File: src/rtl/kbd_matrix.sv
`default_nettype none
// ============================================================================
// Module      : kbd_matrix
// Description : Host-written keyboard matrix that intercepts CPU column reads.
//               Optional press stretching enabled by macro KBD_MATRIX_HOLD_EN.
// Revision    : 1.0 - initial release
// ============================================================================
module kbd_matrix #(
    parameter int          ROWS       = 10,
    parameter int          COLS       = 8,
    parameter logic [16:0] PI_BASE    = 17'hE800,
    parameter logic [16:0] SEL_ADDR   = 17'hE810,
    parameter logic [16:0] COL_ADDR   = 17'hE812,
    parameter int          HOLD_SCANS = 2
) (
    input  logic        clk,
    input  logic        reset,
    input  logic [16:0] addr,
    input  logic [7:0]  data_in,
    output logic [7:0]  data_out,
    input  logic        cpu_read_strobe,
    input  logic        cpu_write_strobe,
    input  logic        pi_write_strobe,
    output logic        oe
);

    localparam logic [16:0]     c_ROWS_A = 17'(ROWS);
    localparam logic [4:0]      c_ROWS_S = 5'(ROWS);
    localparam logic [COLS-1:0] c_ONES   = '1;

    logic                r_cpu_rd_q, r_cpu_wr_q, r_pi_wr_q;
    logic [3:0]          r_sel;
    logic [COLS-1:0]     r_matrix [ROWS];

    logic                w_cpu_rd_ev, w_cpu_wr_ev, w_pi_wr_ev;
    logic [16:0]         w_pi_off;
    logic [3:0]          w_pi_row;
    logic                w_pi_hit;
    logic                w_sel_wr;
    logic                w_sel_valid;
    logic                w_col_rd;
    logic [COLS-1:0]     w_eff_row;

    // Each strobe acts on its rising edge only, however long it stays high.
    assign w_cpu_rd_ev = cpu_read_strobe  & ~r_cpu_rd_q;
    assign w_cpu_wr_ev = cpu_write_strobe & ~r_cpu_wr_q;
    assign w_pi_wr_ev  = pi_write_strobe  & ~r_pi_wr_q;

    assign w_pi_off    = addr - PI_BASE;
    assign w_pi_row    = w_pi_off[3:0];
    assign w_pi_hit    = w_pi_wr_ev && (addr >= PI_BASE) && (w_pi_off < c_ROWS_A);
    assign w_sel_wr    = w_cpu_wr_ev && (addr == SEL_ADDR);
    assign w_sel_valid = ({1'b0, r_sel} < c_ROWS_S);
    assign w_col_rd    = w_cpu_rd_ev && (addr == COL_ADDR);

    always_ff @(posedge clk or posedge reset) begin
        if (reset) begin
            r_cpu_rd_q <= 1'b0;
            r_cpu_wr_q <= 1'b0;
            r_pi_wr_q  <= 1'b0;
            r_sel      <= 4'd0;
            for (int r = 0; r < ROWS; r++) begin
                r_matrix[r] <= c_ONES;
            end
        end else begin
            r_cpu_rd_q <= cpu_read_strobe;
            r_cpu_wr_q <= cpu_write_strobe;
            r_pi_wr_q  <= pi_write_strobe;
            if (w_sel_wr) begin
                r_sel <= data_in[3:0];
            end
            if (w_pi_hit) begin
                r_matrix[w_pi_row] <= data_in[COLS-1:0];
            end
        end
    end

`ifdef KBD_MATRIX_HOLD_EN
    localparam logic [3:0] c_HOLD = 4'(HOLD_SCANS);

    logic [COLS-1:0] r_held [ROWS];
    logic [3:0]      r_cnt  [ROWS];
    logic [ROWS-1:0] w_new_clr;
    logic [ROWS-1:0] w_expire;
    logic [ROWS-1:0] w_cnt_rd;

    always_comb begin
        w_new_clr = '0;
        w_expire  = '0;
        w_cnt_rd  = '0;
        for (int r = 0; r < ROWS; r++) begin
            w_new_clr[r] = w_pi_hit && (w_pi_row == 4'(r)) &&
                           (|(r_held[r] & ~data_in[COLS-1:0]));
            w_expire[r]  = (r_cnt[r] == c_HOLD);
            w_cnt_rd[r]  = w_col_rd && w_sel_valid && (r_sel == 4'(r)) &&
                           (r_held[r] != c_ONES);
        end
    end

    // A fresh press restarts the stretch and outranks expiry or a counted scan.
    always_ff @(posedge clk or posedge reset) begin
        if (reset) begin
            for (int r = 0; r < ROWS; r++) begin
                r_held[r] <= c_ONES;
                r_cnt[r]  <= 4'd0;
            end
        end else begin
            for (int r = 0; r < ROWS; r++) begin
                if (w_new_clr[r]) begin
                    r_held[r] <= r_held[r] & data_in[COLS-1:0];
                    r_cnt[r]  <= 4'd0;
                end else if (w_expire[r]) begin
                    r_held[r] <= c_ONES;
                    r_cnt[r]  <= 4'd0;
                end else if (w_cnt_rd[r]) begin
                    r_cnt[r]  <= r_cnt[r] + 4'd1;
                end
            end
        end
    end
`endif

    always_comb begin
        w_eff_row = c_ONES;
        if (w_sel_valid) begin
`ifdef KBD_MATRIX_HOLD_EN
            w_eff_row = r_matrix[r_sel] & r_held[r_sel];
`else
            w_eff_row = r_matrix[r_sel];
`endif
        end
        data_out              = 8'hFF;
        data_out[COLS-1:0]    = w_eff_row;
    end

    assign oe = ~(cpu_read_strobe && (addr == COL_ADDR) && (data_out != 8'hFF));

endmodule
`default_nettype wire

File: config.mk
export PLATFORM = sky130hd
export DESIGN_NAME = kbd_matrix
export DESIGN_NICKNAME = d
export VERILOG_FILES = /design/src/rtl/kbd_matrix.sv
export SDC_FILE = /design/constraint.sdc
export NUM_CORES = 1
export LEC_CHECK = 0
export CORE_ASPECT_RATIO = 0.9
export CORE_UTILIZATION = 55
export CTS_CLUSTER_SIZE = 20
export DETAILED_ROUTE_END_ITERATION = 8
export GPL_TIMING_DRIVEN = 0
export MAX_ROUTING_LAYER = met4
export PLACE_DENSITY = 0.77
export SYNTH_ARGS = -nofsm -noshare
export SYNTH_HDL_FRONTEND = slang
export SYNTH_SLANG_ARGS = --single-unit
File: constraint.sdc
create_clock -name clk -period 5.1 [get_ports clk]
set_clock_uncertainty 0.1 [all_clocks]
set_input_delay 0.51 -clock clk [delete_from_list [all_inputs] [get_ports clk]]
set_output_delay 0.51 -clock clk [all_outputs]
set_load 0.02 [all_outputs]
---- Yosys cells after proc, flatten, opt, wreduce, memory -nomap -nowiden ----
Index checks and enable logic that the tools add are counted.
word-level totals
  logic and storage cells ................. 43
  flip-flop bits (word level) ............. 86
operators by class
  bitwise logic cells ..................... 7
  order comparisons ....................... 6
  eq/ne operators ......................... 3
  add/subtract/negate cells ............... 1
  multiplexer cells ....................... 7
  reductions and logical operators ........ 6
operators with widths
  cell                    number
  $bwmux 80               1
  $eq 17x16->1 const B    2
  $bmux 8 s4              1
  $demux 8 s4             1
  $mux 8                  4
  $ge 17x16->1 const B    1
  $lt 17x4->1 const B     1
  $sub 17x16->17 const B  1
  $ge 5x5->1 const B      2
  $not 4->5               2
  $ne 8x8->1 const B      1
  $logic_and 1x1->1       6
  $lt 5x1->1 const B      1
  $lt 4x4->1 const B      1
  $not 1->1               3
  $and 1x1->1             2

---- Longest topological paths before layout ----
Gate-level depths: netlist of the first run.
  depth in word-level cells ............... 8
  depth in mapped cells ................... 7
  gate-level depth less buffers ........... 5

---- Least setup slack after synthesis of the first run ----
Ideal clock, no wire load.
  kind .................................... flip-flop to output port
  start point ............................. register r_sel[1]
  end point ............................... output port oe
  path buffers ............................ 2
  path slack .............................. 2.081 ns
  arrival ................................. 2.409 ns
  data required time ...................... 4.490 ns
  cell stages (with the launch flop) ...... 8
  cells stage by stage .................... dfrtp_1 clkbuf_1 buf_2 nor2_1 and2_1 a211oi_1 nand4_1 o2111ai_1
on the way
  cells in the longest elaborated chain, start to end .. 8
  elaborated cells on any way between the ends .. 9
ends and longest elaborated chain
  what                                        RTL line  text
  from (decl)                                 32        logic [3:0] r_sel;
  from (signal assigned)                      70        r_sel <= data_in[3:0];
  $not 4->5 (not written as such)             129       w_eff_row = r_matrix[r_sel];
  $bmux 8 s4                                  129
  $mux 8 (not written as such) (2 in series)  129
  $mux 8 *                                    125       if (w_sel_valid) begin
  net data_out[6]                             20        output logic [7:0] data_out,
  $ne 8x8->1 *                                136       assign oe = ~(cpu_read_strobe && (addr == COL_ADDR) && (data_out != 8'hFF));
  $logic_and 1x1->1 *                         136
  $not 1->1 *                                 136
  to (decl)                                   24        output logic oe
Mark *: on every way through the listed nets, which the timed path passes. The rest lies on a longest branch. The select of a mux whose other input is x is not followed.

---- Worst setup path in the final report of the first run ----
  start point ............................. register r_sel[1]
  end point ............................... output port oe
on the way
  cells in the longest elaborated chain, start to end .. 8
  elaborated cells on any way between the ends .. 9
ends and longest elaborated chain
  what                                        RTL line
  $not 4->5 (not written as such)             129
  $bmux 8 s4                                  129
  $mux 8 (not written as such) (2 in series)  129
  $mux 8 *                                    125
  $ne 8x8->1 *                                136
  $logic_and 1x1->1 *                         136
  $not 1->1 *                                 136
Mark *: on every way between the ends. The rest lies on a longest branch, timed or not. The select of a mux whose other input is x is not followed.

==> results of run 1 <==
==> critical path, delay by kind of cell, from the launching register on <==
kind,cells,cell delay [ns]
buf+inv,3,1.33
flops,1,0.33
compound gates,2,0.69
simple gates,3,0.66
==> logic make-up (layout without fill, tap and decap cells) <==
family,Yosys count,after routing,share of synthesized area (%)
muxes,113,113,32.8
DFF,86,86,53.7
and+or+nand+nor,49,49,8.26
buffers and inverters,21,69,2.18
AOI/OAI and AO/OA,17,17,3.07
==> per-stage QoR <==
stage / instance area (um2) / util [%]
after detailed placement: 4660 / 64.6
after floorplan: 4200 / -
after global placement: 4630 / 64.2
final: 4910 / 68.0
after CTS: 4910 / 68.0
after global routing: 4910 / 68.0
==> final timing paths <==
path / endpoint / from / slack, ns
worst max-delay path: oe / r_sel[1]$_DFFE_PP0P_ / 1.12
worst min-delay path: r_matrix[34]$_DFFE_PP1P_ / reset / 0.49
worst max register to register: r_matrix[54]$_DFFE_PP1P_ / r_pi_wr_q$_DFF_PP0_ / 3.12
worst min register to register: r_matrix[61]$_DFFE_PP1P_ / r_matrix[61]$_DFFE_PP1P_ / 0.52
max in group asynchronous: r_matrix[74]$_DFFE_PP1P_ / reset / 4.00
min in group clk: r_cpu_wr_q$_DFF_PP0_ / cpu_write_strobe / 0.51
==> cells in the final DEF (no fill, tap or decap), types with 2 or more instances in the layout <==
master,synthesis,layout
dfrtp_1,6,6
a21oi_1,3,3
nor3_1,5,5
nand2_1,7,7
clkbuf_1,8,8
mux4_2,11,11
clkbuf_8,0,10
dfstp_2,80,80
mux2i_1,14,14
buf_2,6,6
nand2b_1,4,4
a22oi_1,4,4
nor2b_1,3,3
a22o_1,3,3
buf_1,4,4
a211oi_1,3,3
and3_1,4,4
a221oi_1,3,3
nand2_4,3,3
nand4_1,2,2
bufinv_16,0,3
mux2_2,88,88
clkdlybuf4s50_1,0,32
nor2_1,7,7
==> registers in the layout (all words and copies together), names as in the netlist <==
name	cells
r_sel	4
r_cpu_wr_q	1
r_matrix	80
r_pi_wr_q	1
==> layout make-up <==
cell class / instances / share of cell area, %
Buffer: 20 / 1.78
Multi-Input combinational cell: 179 / 37.8
Tap cell: 93 / 2.37
Inverter: 1 / 0.127
Clock buffer: 10 / 2.80
Timing Repair Buffer: 33 / 7.09
Clock inverter: 5 / 2.17
Sequential cell: 86 / 45.9
==> layer usage <==
| layer | vias to the layer above | track usage [%] |
|---|---|---|
| met3 | 9 | 5.20 |
| met5 | - | - |
| li1 | 1153 | - |
| met1 | 1352 | 34.3 |
| met2 | 56 | 40.2 |
| met4 | 0 | 5.45 |
==> power by group <==
part / switching (mW) / total, mW / internal (mW)
clock: 0.240 / 0.577 / 0.338
sequential: 0.000355 / 0.686 / 0.686
combinational: 0.0333 / 0.0563 / 0.0230
==> results.cfg, run 1 <==
[setup_path]
arrival_ns = 3.37
worst_ep_required_time_ns = 4.49
max_stage_delay_ns = 0.64
cpMaxStageDelayCell = clkdlybuf4s50_1
worst-r2r-cell-count = 5
path_cells = clkbuf_1 -> buf_2 -> nor2_1 -> and2_1 -> a211oi_1 -> nand4_1 -> o2111ai_1 -> clkdlybuf4s50_1
critPathMaxFanout = 10
start_kind = register
crit_path_end_kind = output pin
crit_type = reg -> out

[timing]
drv_slew = 0
period_needed_ns = 3.98
setup_tns_ns = 0
setup_violations = 0
whs_ns = 0.486
rsz0062_at_grt = no
tightestPinTransition_ns = 0.669
hold_viol = 0
finalCritPeriodShare_pct = 78.1
fmax_mhz = 251
post-route-worst-setup-slack_ns = 1.12
slew-limit-headroom_pct = 55.3

[placed_design]
dp_hpwl_mm = 6.21
gp_congestion = 0.807
numPortBuffers = 32
post-place-ws_ns = 1.47
dp.cells = 412

[synth]
synth_common_cells = 88 x mux2_2, 80 x dfstp_2, 14 x mux2i_1, 11 x mux4_2, 8 x clkbuf_1
synth_top_area_share_pct = 50.1
synth_cell_types = 39
syn_area_um2 = 4200
synth_seq_cells = 86
postSynthAreaPerCell_um2 = 14.7
synth_most_common_cell = mux2_2
synth_area_leaders = dfstp_2 50%, mux2_2 24%, mux4_2 5.9%, dfrtp_1 3.6%, mux2i_1 3.3%
synth_flop_cell = dfstp_2
synth_edf_count = 0
yosysSeqAreaShare_pct = 53.7
syn_nets = 316
yosysWarningCount = 0
syn_inst = 286
ys_async_sr_fraction_pct = 100
synth_top_area_cell = dfstp_2

[drt]
route.met3.wl_um = 347
ant_nets = 0
route.met2.wl_mm = 4.36
dr.pass1.iters = 4
drt-vias-per-instance = 6.02
highest_layer = met4
wire_per_inst_um = 20.7
drt-initial-drc-count = 153
finalWirelength_mm = 8.83
met1_length_mm = 4.04
drc = 0
routed-via-count = 2570

[cells_and_area]
layout.area.seq_um2 = 2250
n_antenna_cell = 0
drive_above_1_share_pct = 63.8
finalNetCount = 360
fin_cells = 427
multi_input_area_um2 = 1850
syn2layout_area_growth_pct = 16.9
nFillCells = 507

[cts]
ctsHoldBuffers = 0
cts-htree-levels = 3
cts_tree = done
cts-root-buf = clkbuf_8
worstSkewPairLatency_ns = 0.35
cts_setup_buffers = 0
clock_sinks = 86
cts-buffers-inserted = 9
clk_pin_slew_ns = 0.08
cts.path.max_buffers = 2
cts_resized = 0

[power]
power.density_nw_per_um2 = 269
finalPower_mw = 1.32
vdd.ir_drop.worst_mv = 0.215
p_leak_nw = 2.00

[global_routing]
antenna_found_initial = 0
grt_max_degree = 79
overflow = 0
grt_use_total_pct = 25.4
grt_pass1_wl_mm = 14.3
grt_pass1_vias = 2707

[die]
pin_count = 39
core_area_um2 = 7220
initial_core_util_pct = 58.1
die_x_um = 94.1
rows = 29
die_h_um = 84.9
dieArea_um2 = 7990

[worst_hold_path]
hold_path.class = in -> async

[flow_run]
cap_violations = 0

[outcome]
status = complete, no violations
Power figures use the tool's default switching activity.
==> inputs of run 2 (changes only) <==
==> constraint.sdc (replaced) <==
create_clock -name clk -period 4.05 [get_ports clk]
set_clock_uncertainty 0.1 [all_clocks]
set_input_delay 0.405 -clock clk [delete_from_list [all_inputs] [get_ports clk]]
set_output_delay 0.405 -clock clk [all_outputs]
set_load 0.02 [all_outputs]
==> results of run 2 <==
The final DEF is identical to that of run 1. Status: complete, no violations.
Among the figures that moved: setup slack after placement 1.47 ns -> 0.522 ns; setup slack after layout 1.12 ns -> 0.173 ns; hold slack 0.486 ns -> 0.381 ns; register-to-register setup slack 3.12 ns -> 2.07 ns; total power 1.32 mW -> 1.66 mW; worst IR drop on VDD 0.215 mV -> 0.271 mV
